--- config.mk ---
export PLATFORM = sky130hd
export DESIGN_NAME = fabric_config_loader
export DESIGN_NICKNAME = d
export VERILOG_FILES = /design/src/rtl/fabric_cfg_pkg.sv /design/src/rtl/tile_onehot_decoder.sv /design/src/rtl/fabric_config_loader.sv
export SDC_FILE = /design/constraint.sdc
export NUM_CORES = 1
export LEC_CHECK = 0
export CAP_MARGIN = 20
export CORE_MARGIN = 2
export CORE_UTILIZATION = 45
export CTS_CLUSTER_DIAMETER = 50
export DETAILED_ROUTE_END_ITERATION = 16
export PLACE_DENSITY = 0.73
export SETUP_SLACK_MARGIN = 0.2
export SLEW_MARGIN = 25
export SYNTH_ARGS = -nofsm -noshare
export SYNTH_HDL_FRONTEND = slang
export SYNTH_HIERARCHICAL = 1
export SYNTH_SLANG_ARGS = --single-unit
export TNS_END_PERCENT = 20
--- constraint.sdc ---
create_clock -name clk -period 2.68 [get_ports clk]
set_input_delay 0.268 -clock clk [delete_from_list [all_inputs] [get_ports clk]]
set_output_delay 0.268 -clock clk [all_outputs]
set_load 0.02 [all_outputs]
--- src/rtl/fabric_cfg_pkg.sv ---
// Shared types, header layout and header validation for the fabric
// configuration loader.
package fabric_cfg_pkg;

    localparam int CFG_WORD_W    = 16;
    localparam int HDR_START_MSB = 15;
    localparam int HDR_START_LSB = 8;
    localparam int HDR_COUNT_MSB = 7;
    localparam int HDR_COUNT_LSB = 0;

    typedef enum logic [1:0] {
        IDLE = 2'd0,
        LOAD = 2'd1,
        DONE = 2'd2,
        ERR  = 2'd3
    } state_e;

    // Nine-bit sum so start_tile + count can never wrap into a legal range.
    function automatic logic header_is_legal(
        input logic [7:0] start_tile,
        input logic [7:0] count,
        input int         num_tiles
    );
        logic [8:0] limit;
        logic [8:0] span;
        limit = 9'(num_tiles);
        span  = {1'b0, start_tile} + {1'b0, count};
        return (count != 8'd0) && ({1'b0, start_tile} < limit) && (span <= limit);
    endfunction

endpackage

--- src/rtl/tile_onehot_decoder.sv ---
// Turns a tile index plus an enable into the one-hot (or all-zero) strobe
// vector that drives the per-tile config_enable lines.
module tile_onehot_decoder #(
    parameter int NUM_TILES = 4,
    parameter int IDX_W     = 2
) (
    input  logic [IDX_W-1:0]     idx,
    input  logic                 enable,
    output logic [NUM_TILES-1:0] onehot
);

    always_comb begin
        onehot = '0;
        for (int t = 0; t < NUM_TILES; t++) begin
            onehot[t] = enable && (idx == IDX_W'(t));
        end
    end

endmodule

--- src/rtl/fabric_config_loader.sv ---
// Accepts a header word then N payload words and writes payload i to tile
// start_tile + i over the shared config bus, one registered strobe per word.
module fabric_config_loader
    import fabric_cfg_pkg::*;
#(
    parameter int NUM_TILES = 4,
    parameter int DATA_W    = CFG_WORD_W,
    parameter int IDX_W     = (NUM_TILES > 1) ? $clog2(NUM_TILES) : 1
) (
    input  logic                 clk,
    input  logic                 rst,
    input  logic                 in_valid,
    output logic                 in_ready,
    input  logic [DATA_W-1:0]    in_data,
    input  logic                 abort,
    output logic [DATA_W-1:0]    config_data,
    output logic [NUM_TILES-1:0] config_enable,
    output logic                 busy,
    output logic                 done,
    output logic                 error
);

    state_e               state_q, state_d;
    logic [IDX_W-1:0]     idx_q, idx_d;
    logic [7:0]           remaining_q, remaining_d;
    logic [DATA_W-1:0]    config_data_q, config_data_d;
    logic [NUM_TILES-1:0] config_enable_q, config_enable_d;

    logic [7:0]           hdr_start;
    logic [7:0]           hdr_count;
    logic                 hdr_legal;
    logic                 accept;
    logic                 payload_accept;
    logic [NUM_TILES-1:0] tile_strobe;

    assign hdr_start      = in_data[HDR_START_MSB:HDR_START_LSB];
    assign hdr_count      = in_data[HDR_COUNT_MSB:HDR_COUNT_LSB];
    assign hdr_legal      = header_is_legal(hdr_start, hdr_count, NUM_TILES);
    assign accept         = in_valid & in_ready;
    assign payload_accept = accept && (state_q == LOAD);

    tile_onehot_decoder #(
        .NUM_TILES (NUM_TILES),
        .IDX_W     (IDX_W)
    ) u_decoder (
        .idx    (idx_q),
        .enable (payload_accept),
        .onehot (tile_strobe)
    );

    always_ff @(posedge clk or posedge rst) begin
        if (rst) begin
            state_q     <= IDLE;
            idx_q       <= '0;
            remaining_q <= '0;
        end else begin
            state_q     <= state_d;
            idx_q       <= idx_d;
            remaining_q <= remaining_d;
        end
    end

    always_comb begin
        state_d     = state_q;
        idx_d       = idx_q;
        remaining_d = remaining_q;
        unique case (state_q)
            IDLE: begin
                if (accept) begin
                    if (hdr_legal) begin
                        state_d     = LOAD;
                        idx_d       = hdr_start[IDX_W-1:0];
                        remaining_d = hdr_count;
                    end else begin
                        state_d = ERR;
                    end
                end
            end
            LOAD: begin
                // Abort wins over any word presented in the same cycle.
                if (abort) begin
                    state_d     = IDLE;
                    remaining_d = '0;
                end else if (accept) begin
                    idx_d       = idx_q + IDX_W'(1);
                    remaining_d = remaining_q - 8'd1;
                    if (remaining_q == 8'd1) begin
                        state_d = DONE;
                    end
                end
            end
            DONE:    state_d = IDLE;
            ERR:     state_d = IDLE;
            default: state_d = IDLE;
        endcase
    end

    always_comb begin
        in_ready = 1'b0;
        busy     = (state_q != IDLE);
        done     = (state_q == DONE);
        error    = (state_q == ERR);
        unique case (state_q)
            IDLE:    in_ready = 1'b1;
            LOAD:    in_ready = !abort;
            default: in_ready = 1'b0;
        endcase
    end

    // Bus data is sticky between strobes; strobes last exactly one cycle.
    always_comb begin
        config_data_d   = payload_accept ? in_data : config_data_q;
        config_enable_d = tile_strobe;
    end

    always_ff @(posedge clk or posedge rst) begin
        if (rst) begin
            config_data_q   <= '0;
            config_enable_q <= '0;
        end else begin
            config_data_q   <= config_data_d;
            config_enable_q <= config_enable_d;
        end
    end

    assign config_data   = config_data_q;
    assign config_enable = config_enable_q;

endmodule

# After elaboration in Yosys (flattened, before gate mapping)
# Cells that the tools add are included.
# classes
n_addsub,3
order_cmp,2
n_eq_ne,13
muxes,17
n_bitwise,1
n_reduce_logical,17
# ops
operator,n
8-bit 2-to-1 mux,4
2-bit 2-to-1 mux,9
8-bit case mux with 2 select lines,1
8-bit by 8-bit adder with 9-bit output,1
9-bit by 3-bit less-or-equal comparator with 1-bit output (second input constant),1
2-bit equality test (second input constant),4
8-bit by 1-bit equality test with 1-bit output (second input constant),1
8-bit by 3-bit less-than comparator with 1-bit output (second input constant),1
2-bit != test (second input constant),4
8-bit nonzero test,1
8-bit by 1-bit subtractor with 8-bit output (second input constant),1
1-bit logical AND,7
2-bit case mux with 3 select lines,1
5-bit AND reduction,1
2-bit by 1-bit equality test with 1-bit output (second input constant),2
2-bit zero test,2
2-bit case mux with 2 select lines,1
4-bit AND reduction,1
2-bit nonzero test,2
3-bit by 2-bit != test with 1-bit output (second input constant),1
3-bit != test (second input constant),1
3-bit AND reduction,1
2-bit by 1-bit adder with 2-bit output (second input constant),1
1-bit case mux with 2 select lines,1
other kinds (3),3
# word_totals
register_bits,32
in_bits,20
output_inout_bits,24
word_cells,58

# Longest topological paths before layout
# Gate-level depths: netlist (run 1).
# logic_depth
word_depth,6
mapped_depth,8
ltp_nobuf,8

# Hierarchy
# Netlist (run 1), hierarchy kept.
# modules_own_cells
mod,instances,cells_per_inst,area_per_inst_um2,seq_area_each_um2
fabric_config_loader,1,172,1859.3,800.8
tile_onehot_decoder,1,4,37.5,0.0

# Worst setup path after synthesis (run 1)
# Ideal clock, no wire load.
# synth_timing
path_type,input to register
startpoint,input port in_data[0]
endpoint,register remaining_q[7]
setup_ns,0.127
arrival_ns,2.447
required_time_ns,2.553
setup_slack_ns,0.106
cell_stages,8
n_path_buf,0
cell_sequence,ha_1 fa_1 or2_2 a222oi_1 o2111ai_1 a2111oi_2 o21ai_2 mux2_1
# synth_via
elab_chain_cells,5
elab_cells_between_ends,7
cone_classes,add/sub: 1; order compare: 1; eq/ne: 1; reduce/logical: 4
# synth_rtl
item,line_no,source
from (decl),fabric_config_loader.sv:14,"input logic [DATA_W-1:0] in_data,"
8-bit by 8-bit adder with 9-bit output or 8-bit nonzero test (tied branches),"fabric_cfg_pkg.sv:27, fabric_cfg_pkg.sv:28",
9-bit by 3-bit less-or-equal comparator with 1-bit output or 1-bit logical AND (tied branches),fabric_cfg_pkg.sv:28,"return (count != 8'd0) && ({1'b0, start_tile} < limit) && (span <= limit);"
1-bit logical AND (*),fabric_cfg_pkg.sv:28,
2-bit != test (no source line) (*),--,
4-bit AND reduction (no source line) (*),--,
to (signal assigned),fabric_config_loader.sv:59,remaining_q <= remaining_d;
to (decl),fabric_config_loader.sv:25,"logic [7:0] remaining_q, remaining_d;"
# Mark *: on every way between the ends. The rest lies on a longest branch, timed or not.
# A chain may end at the register's enable or synchronous reset.

# Final worst setup path (run 1)
# layout_timing
startpoint,input port in_data[8]
endpoint,register remaining_q[2]
# layout_via
elab_chain_cells,5
elab_cells_between_ends,7
cone_classes,add/sub: 1; order compare: 2; eq/ne: 1; reduce/logical: 3
# layout_rtl
item,line_no
8-bit by 8-bit adder with 9-bit output or 8-bit by 3-bit less-than comparator with 1-bit output (tied branches),"fabric_cfg_pkg.sv:27, fabric_cfg_pkg.sv:28"
9-bit by 3-bit less-or-equal comparator with 1-bit output or 1-bit logical AND (tied branches),fabric_cfg_pkg.sv:28
1-bit logical AND (*),fabric_cfg_pkg.sv:28
2-bit != test (no source line) (*),--
4-bit AND reduction (no source line) (*),--
# Marks and branches as above.

==> metrics.sh, run 1 <==
FIRST_ITER_VIOLATIONS=107
WORSTSKEWPAIRLATENCY_NS=0.29
SYNTH_ASYNC_SR_FLOP_SHARE=1.00
DRIVE_GT1_FRAC=0.324
PLACE_WORST_SETUP_SLACK_NS=-0.513
SYN_AVG_CELL_AREA_SQ_UM=10.8
SYNTHDISTINCTLIBCELLS=46
CTSROOTBUFFERMASTER='sky130_fd_sc_hd__clkbuf_8'
GRT_ANTENNA_BEFORE_REPAIR=0
CTS_HOLD_BUFFERS=0
MULTI_INPUT_COMB_AREA_SQ_MM=0.00114
AVGVIACOUNTPERCELL=5.65
YOSYS_REGISTER_BITS=32
AREA_DELTA_SYNTH_FINAL_PCT=49.7
SYNTHESIS.YOSYS.WARNINGS=6
POST_SYNTH_FA_HA_MAJ_AREA_FRACTION=0.0765
WORSTHOLDPATHTYPE='in2reg'
NET_COUNT_AFTER_SYNTHESIS=207
WORST_PATH_MAX_DELAY_CELL='sky130_fd_sc_hd__fa_1'
PATH_CELLS='buf_8 > ha_4 > fa_1 > or2_4 > a222oi_1 > o2111ai_2 > a2111oi_4 > o21ai_4 > o32a_1'
SEQ_AREA_SQ_UM=801
CP_DATA_ARRIVAL_TIME_NS=2.69
FINALWEIGHTEDCONGESTION=0.935
GRT_START_MAX_NET_PINS=33
CORE_SQ_MM=0.00403
TIMING.FMAX_MHz=398
GRT.TOTAL_USAGE=0.239
ANTENNA_VIOLATING_NETS_REMAINING=0
ANTENNA_CELLS=0
NUMBER_OF_ENDPOINTS_WITH_NEGATIVE_HOLD_SLACK_IN_THE_FINAL_REPORT=0
VIAS_IN_THE_FIRST_GLOBAL_ROUTE=1767
TIMING.CRITICAL_PATH.MAX_DELAY_FAMILY='compound AO/OA/AOI/OAI gates'
DETAILEDROUTE.FIRSTPASSITERATIONCOUNT=4
STARTING_DENSITY_OF_THE_CORE=0.471
DRV.MAX_CAP_VIOLATION_COUNT=0
RSZ_0062_RAISED_AFTER_GLOBAL_ROUTING='yes'
ROUTED_WIRE_LENGTH_PER_INSTANCE_MICRONS=17.3
FIN_NETS=283
DOMINANT_SYNTHESIZED_FLOP_CELL='sky130_fd_sc_hd__dfrtp_1'
REMAINING_DRC_ERRORS=0
ROW_COUNT=23
IR_WORST_VDD_mV=0.566
CELLLEAKAGEPOWER_nW=1.24
GRT_FIRST_PASS_WIRELENGTH_MM=8.24
FILLERINSTANCES=290
MAX-SLEW-MARGIN-REL=0.667
FIN_CRIT_NS=2.51
WORST_SETUP_HOLD_PATH_CLK_SLEW_NS=0.07
CTS.SINKS=32
LARGEST_FAMILY_OF_LOGIC_CELLS_BY_SYNTHESIZED_AREA='simple AND/OR/NAND/NOR gates'
HTREE_NUM_LEVELS=2
REQUIRED_NS=2.85
FINALCRITPERIODSHARE=0.937
SYNTHMUXAREASHARE=0.152
POST_SYNTH_INST_COUNT=176
FP.DIEH_MICRONS=68.9
IO_BUFFERS=43
TRANSITION_TIME_AT_THE_PIN_WITH_THE_LEAST_SLEW_MARGIN_NS=0.500
SYNTHXORXNORAREAFRAC=0.0416
CRITICAL_PATH.STARTPOINT_TYPE='input port'
WORSTPATHBUFFERINVERTERCOUNT=1
DIE_WIDTH_MICRONS=68.9
TIMING_WORST_SETUP_PATH_TYPE='in2reg'
TOTALWIRELENGTH_MM=5.26
SYNTH_SIMPLE_GATE_AREA_SHARE=0.158
PIN_COUNT=44
WORST_CLOCK_SKEW_ON_THE_FINAL_LAYOUT_NS=0.00413
NUMBER_OF_BUFFERS_CREATED_BY_CTS=5
RUN_STATUS='complete, no violations'
SLEW_VIOL_FINAL=0
CLOCK_TREE_FROM_TRITONCTS='built'
PWR_DENSITY_CELL_mW_PER_MM2=838
SYNTH.CELL_AREA_SQ_MM=0.00190
HPWLAFTERDP_MM=3.60
SYNTH-SEQ-AREA-SHARE=0.422
GRT_REMAINING_OVERFLOW=0
SYNTH_COMPOUND_GATE_AREA_SHARE=0.123
SYNTH_ENABLE_FLOP_CELLS=0
TIMING.FINAL.WS_SETUP_NS=0.168
VIA_COUNT=1713
TIMING.CRITICAL_PATH.TO_TYPE='register'
WORST_PATH_FANOUT_MAX=7
CTS-ROOT-TO-SINK-BUFFERS=2
SETUP_TNS_NS=0
CRIT_PATH_MAX_INCR_DELAY_NS=0.43
FINAL-SETUP-VIOL-COUNT=0
DIE_AREA_SQ_MM=0.00475
==> area by class of cell <==
| class | instances | share of cell area |
|---|---|---|
| multi-input cells | 130 | 0.403 |
| inverters | 8 | 0.0106 |
| well taps | 50 | 0.0220 |
| flip-flops and latches | 32 | 0.282 |
| clock inverters | 1 | 0.0106 |
| repair buffers | 75 | 0.238 |
| clock buffers | 7 | 0.0339 |
==> worst register-to-register path, stage by stage (launching register included) <==
cell and delay (ns):
sky130_fd_sc_hd__dfrtp_1 0.42, sky130_fd_sc_hd__or3_1 0.40, sky130_fd_sc_hd__or2_2 0.31, sky130_fd_sc_hd__nor4_1 0.26
sky130_fd_sc_hd__xnor2_1 0.17, sky130_fd_sc_hd__o31ai_1 0.08, sky130_fd_sc_hd__mux2_4 0.28
==> placed cells by master, fill, tap and decap left out, types with 2 or more instances in the layout <==
master / netlist / routed
sky130_fd_sc_hd__a211oi_1: 3 / 2
sky130_fd_sc_hd__a21oi_1: 7 / 7
sky130_fd_sc_hd__and3b_1: 3 / 3
sky130_fd_sc_hd__buf_4: 0 / 32
sky130_fd_sc_hd__clkbuf_8: 0 / 7
sky130_fd_sc_hd__clkdlybuf4s50_1: 0 / 37
sky130_fd_sc_hd__dfrtp_1: 32 / 32
sky130_fd_sc_hd__dlymetal6s2s_1: 0 / 2
sky130_fd_sc_hd__ha_1: 10 / 6
sky130_fd_sc_hd__ha_4: 0 / 4
sky130_fd_sc_hd__inv_1: 8 / 8
sky130_fd_sc_hd__mux2_2: 20 / 20
sky130_fd_sc_hd__mux2i_1: 4 / 4
sky130_fd_sc_hd__nand2_1: 6 / 6
sky130_fd_sc_hd__nand2b_1: 2 / 2
sky130_fd_sc_hd__nor2_1: 14 / 14
sky130_fd_sc_hd__nor2b_1: 2 / 2
sky130_fd_sc_hd__nor3_1: 7 / 6
sky130_fd_sc_hd__nor4_1: 4 / 4
sky130_fd_sc_hd__o21ai_0: 4 / 3
sky130_fd_sc_hd__o31ai_1: 3 / 3
sky130_fd_sc_hd__o32ai_1: 2 / 2
sky130_fd_sc_hd__or2_2: 4 / 3
sky130_fd_sc_hd__xnor2_1: 7 / 7
sky130_fd_sc_hd__xor2_1: 2 / 2
==> path summary, 6_finish.rpt <==
check	start	end	slack, ns	cells after the start
max reg2reg	remaining_q[2]$_DFFE_PP0P_	remaining_q[7]$_DFFE_PP0P_	0.65	6
max	in_data[8]	remaining_q[2]$_DFFE_PP0P_	0.17	9
max in group asynchronous	rst	remaining_q[6]$_DFFE_PP0P_	2.02	3
min reg2reg	config_data[0]$_DFFE_PP0P_	config_data[0]$_DFFE_PP0P_	0.50	1
min	in_data[8]	config_data[8]$_DFFE_PP0P_	0.23	2
min in group asynchronous	rst	remaining_q[3]$_DFFE_PP0P_	0.37	3
==> timing repair <==
item | in CTS | in global routing
pin swaps | 6 | 2
setup endpoints to repair | 11 | 10
buffers inserted | 0 | 1
gates resized for setup | 21 | 12
==> synthesized netlist by cell type (all sizes together), types with 2 or more instances <==
cell / n / area (sq um)
nor4: 4 / 25.0
dfrtp: 32 / 801
o32ai: 2 / 17.5
inv: 8 / 30.0
or2: 4 / 25.0
mux2i: 4 / 40.0
a211oi: 4 / 35.0
o31ai: 3 / 22.5
nor3: 7 / 35.0
xor2: 2 / 17.5
nand2: 6 / 22.5
ha: 10 / 125
mux2: 22 / 248
nor2: 14 / 52.6
and3b: 3 / 26.3
o21ai: 5 / 28.8
nand2b: 3 / 26.3
clkbuf: 6 / 22.5
nor2b: 2 / 12.5
nor3b: 2 / 20.0
a21oi: 7 / 35.0
and3: 2 / 13.8
xnor2: 7 / 61.3
==> cell families after synthesis <==
| logic type | Yosys count |
|---|---|
| compound gates | 31 |
| fa+ha+maj | 11 |
| buf+inv | 14 |
| xor+xnor | 9 |
| mux | 26 |
| flops | 32 |
| simple gates | 53 |
==> per-stage QoR <==
stage           util  hold WS [ns]  cells  instance area [sq um]  power (mW)
6_report       0.705         0.230    303                   2840        2.38
5_1_grt        0.705         0.228    303                   2840        2.50
3_5_place_dp   0.648         0.495    294                   2610        1.82
3_3_place_gp   0.648         0.491    294                   2610        1.76
2_1_floorplan      -         0.384    176                   1900        1.39
4_1_cts        0.693         0.294    302                   2790        2.37
==> sequential cells by signal, summed over array words and instances, names as in the netlist <==
signal         flops
state_q            2
config_enable      4
remaining_q        8
idx_q              2
config_data       16
==> metal layers <==
| metal | global-route usage | wire length, microns |
|---|---|---|
| met1 | 0.272 | 2080 |
| met2 | 0.428 | 2780 |
| met5 | 0 | 0 |
| met4 | 0.0931 | 87 |
| met3 | 0.0601 | 312 |
==> report_power, final <==
part,internal [mW],switching [mW],total (mW)
registers,0.660,0.168,0.827
logic,0.554,0.482,1.04
clock network,0.328,0.188,0.516
Note: power is estimated with default switching activity, not from simulation.
==> inputs of run 2 (changes only) <==
--- a/config.mk
+++ b/config.mk
@@ -6,11 +6,12 @@
 export NUM_CORES = 1
 export LEC_CHECK = 0
 export CAP_MARGIN = 20
+export CORE_ASPECT_RATIO = 0.6
 export CORE_MARGIN = 2
-export CORE_UTILIZATION = 45
+export CORE_UTILIZATION = 50
 export CTS_CLUSTER_DIAMETER = 50
 export DETAILED_ROUTE_END_ITERATION = 16
-export PLACE_DENSITY = 0.73
+export PLACE_DENSITY = 0.8
 export SETUP_SLACK_MARGIN = 0.2
 export SLEW_MARGIN = 25
 export SYNTH_ARGS = -nofsm -noshare
==> metrics.sh, run 2 (same netlist as run 1, synthesis figures left out) <==
RUN_STATUS='complete, no violations'  # unchanged
TIMING.FMAX_MHz=378  # was 398 MHz
VIAS_IN_THE_FIRST_GLOBAL_ROUTE=1750  # was 1,767
WORSTPATHBUFFERINVERTERCOUNT=1  # unchanged
AREA_DELTA_SYNTH_FINAL_PCT=48.3  # was 49.7%
FIRST_ITER_VIOLATIONS=99  # was 107
LAYOUT.CELL_AREA.NON_FILLER_SQ_MM=0.00281  # was 0.00284 sq mm
SEQ_AREA_SQ_UM=801  # unchanged
AVGVIACOUNTPERCELL=5.85  # was 5.65
CORE_SQ_MM=0.00366  # was 0.00403 sq mm
DIE_WIDTH_MICRONS=83.5  # was 68.9 microns
TOTALWIRELENGTH_MM=5.56  # was 5.26 mm
ROUTED_WIRE_LENGTH_PER_INSTANCE_MICRONS=18.7  # was 17.3 microns
FIN_CRIT_NS=2.65  # was 2.51 ns
WORST_PATH_FANOUT_MAX=7  # unchanged
TIMING.CRITICAL_PATH.TO_TYPE='register'  # unchanged
GRT_FIRST_PASS_WIRELENGTH_MM=8.78  # was 8.24 mm
WORST_PATH_MAX_DELAY_CELL='sky130_fd_sc_hd__a222oi_1'  # was sky130_fd_sc_hd__fa_1
IO_BUFFERS=43  # unchanged
MOST_COMMON_LIBRARY_CELL_IN_THE_LAYOUT_IGNORING_FILL_AND_TAPS='sky130_fd_sc_hd__clkdlybuf4s50_1'  # unchanged
PIN_COUNT=44  # unchanged
FINALCRITPERIODSHARE=0.988  # was 0.937
HPWLAFTERDP_MM=3.87  # was 3.60 mm
PLACE_WORST_SETUP_SLACK_NS=-0.508  # was -0.513 ns
GRT_UTIL_MET1=0.332  # was 0.272
NUMBER_OF_ENDPOINTS_WITH_NEGATIVE_HOLD_SLACK_IN_THE_FINAL_REPORT=0  # unchanged
MULTI_INPUT_COMB_AREA_SQ_MM=0.00114  # about the same
FINAL-SETUP-VIOL-COUNT=0  # unchanged
GRT_ANTENNA_BEFORE_REPAIR=0  # unchanged
CTSROOTBUFFERMASTER='sky130_fd_sc_hd__clkbuf_8'  # unchanged
GRT.TOTAL_USAGE=0.271  # was 0.239
LARGEST_REG_FLOPS=16  # unchanged
VIA_COUNT=1737  # was 1,713
REMAINING_DRC_ERRORS=0  # unchanged
STARTING_DENSITY_OF_THE_CORE=0.518  # was 0.471
DIE_AREA_SQ_MM=0.00432  # was 0.00475 sq mm
WORST_CLOCK_SKEW_ON_THE_FINAL_LAYOUT_NS=0.00841  # was 0.00413 ns
BUSIEST_LAYER='met2'  # unchanged
DRV.MAX_CAP_VIOLATION_COUNT=0  # unchanged
CRITICAL_PATH.STARTPOINT_TYPE='input port'  # unchanged
RSZ_0062_RAISED_AFTER_GLOBAL_ROUTING='yes'  # unchanged
DRIVE_GT1_FRAC=0.316  # was 0.324
WORSTHOLDPATHTYPE='in2reg'  # unchanged
REGTOREGSETUPSLACK_NS=0.59  # was 0.65 ns
DETAILED_PLACE.AREA_SQ_MM=0.00257  # was 0.00261 sq mm
CTS-ROOT-TO-SINK-BUFFERS=2  # unchanged
HTREE_NUM_LEVELS=2  # unchanged
FINAL_CELL_MIX='sky130_fd_sc_hd__clkdlybuf4s50_1 (34), sky130_fd_sc_hd__dfrtp_1 (32), sky130_fd_sc_hd__buf_4 (29)'  # was sky130_fd_sc_hd__clkdlybuf4s50_1 (37), sky130_fd_sc_hd__dfrtp_1 (32), sky130_fd_sc_hd__buf_4 (32)
CTS.SINKS=32  # unchanged
TIMING_WORST_SETUP_PATH_TYPE='in2reg'  # unchanged
GLOBALROUTEMET3UTIL=0.0857  # was 0.0601
ANTENNA_CELLS=0  # unchanged
PWR_DENSITY_CELL_mW_PER_MM2=848  # was 838 mW/mm^2
TIMING.FINAL.WS_SETUP_NS=0.0323  # was 0.168 ns
REQUIRED_NS=2.85  # about the same
PATH_CELLS='buf_8 > ha_4 > fa_1 > or2_4 > a222oi_1 > o2111ai_2 > a2111oi_4 > o21ai_4 > mux2_4'  # was buf_8 > ha_4 > fa_1 > or2_4 > a222oi_1 > o2111ai_2 > a2111oi_4 > o21ai_4 > o32a_1
FP.DIEH_MICRONS=51.7  # was 68.9 microns
ROW_COUNT=17  # was 23
TIMING.CRITICAL_PATH.MAX_DELAY_FAMILY='compound AO/OA/AOI/OAI gates'  # unchanged
MAX-SLEW-MARGIN-REL=0.630  # was 0.667
IR_WORST_VDD_mV=0.528  # was 0.566 mV
SLEW_VIOL_FINAL=0  # unchanged
GRT_START_MAX_NET_PINS=33  # unchanged
ANTENNA_VIOLATING_NETS_REMAINING=0  # unchanged
GRT_UTIL_MET2=0.449  # was 0.428
CRIT_PATH_MAX_INCR_DELAY_NS=0.49  # was 0.43 ns
NUMBER_OF_BUFFERS_CREATED_BY_CTS=5  # unchanged
FIN_NETS=280  # was 283
DETAILEDROUTE.FIRSTPASSITERATIONCOUNT=5  # was 4
TRANSITION_TIME_AT_THE_PIN_WITH_THE_LEAST_SLEW_MARGIN_NS=0.555  # was 0.500 ns
FINALWEIGHTEDCONGESTION=0.978  # was 0.935
GRT_REMAINING_OVERFLOW=0  # unchanged
WORST_SETUP_HOLD_PATH_CLK_SLEW_NS=0.06  # was 0.07 ns
WORSTSKEWPAIRLATENCY_NS=0.29  # about the same
CP_DATA_ARRIVAL_TIME_NS=2.82  # was 2.69 ns
CELLLEAKAGEPOWER_nW=1.24  # about the same
FILLERINSTANCES=237  # was 290
CLOCK_TREE_FROM_TRITONCTS='built'  # unchanged
==> run 2: final cells by class <==
cell class | instances | share of cell area
repair buffers | 72 | 0.234
flip-flops and latches | 32 | 0.285
inverters | 8 | 0.0107
clock buffers | 7 | 0.0343
multi-input cells | 130 | 0.405
well taps | 47 | 0.0209
clock inverters | 1 | 0.0107
==> run 2: layer usage <==
layer	part of all wire	wire length, microns
met1	0.42	2330
met4	0.030	166
met5	0	0
met2	0.46	2560
met3	0.091	507
==> run 2: path summary, 6_finish.rpt <==
path,start,end,cells after the start
max reg2reg,remaining_q[2]$_DFFE_PP0P_,remaining_q[7]$_DFFE_PP0P_,6
max,in_data[8],remaining_q[7]$_DFFE_PP0P_,9
min,in_data[8],config_data[8]$_DFFE_PP0P_,2
min reg2reg,config_data[1]$_DFFE_PP0P_,config_data[1]$_DFFE_PP0P_,1
max in group asynchronous,rst,remaining_q[6]$_DFFE_PP0P_,3
min in group asynchronous,rst,remaining_q[3]$_DFFE_PP0P_,3
==> run 2: timing repair <==
item	in CTS	in global routing
buffers inserted	2	1
gates cloned	0	0
pin swaps	10	4
hold buffers	0	0
resized for setup	29	7
endpoints found under the setup margin	11	11
==> run 2: stage by stage <==
stage | total power, mW | hold WS, ns | util | std cells | TNS [ns]
global route | 2.52 | 0.248 | 0.769 | 297 | 0
floorplan | 1.39 | 0.384 | - | 176 | 0
CTS | 2.37 | 0.228 | 0.756 | 296 | 0
finish | 2.38 | 0.240 | 0.769 | 297 | 0
global placement | 1.76 | 0.488 | 0.702 | 286 | -4.31
detailed placement | 1.82 | 0.497 | 0.702 | 286 | -4.91
==> run 2: power by group <==
group          switching, mW  leakage [nW]  internal, mW
clock                  0.185        0.0645         0.328
combinational          0.493         0.779         0.552
sequential             0.167         0.393         0.660
total                  0.844          1.24          1.54
==> inputs of run 3 (changes only) <==
--- a/config.mk
+++ b/config.mk
@@ -11,6 +11,7 @@
 export CORE_UTILIZATION = 50
 export CTS_CLUSTER_DIAMETER = 50
 export DETAILED_ROUTE_END_ITERATION = 16
+export GPL_ROUTABILITY_DRIVEN = 1
 export PLACE_DENSITY = 0.8
 export SETUP_SLACK_MARGIN = 0.2
 export SLEW_MARGIN = 25
==> results of run 3 <==
Same layout as run 2: the final DEF is identical, and so are final timing and power.
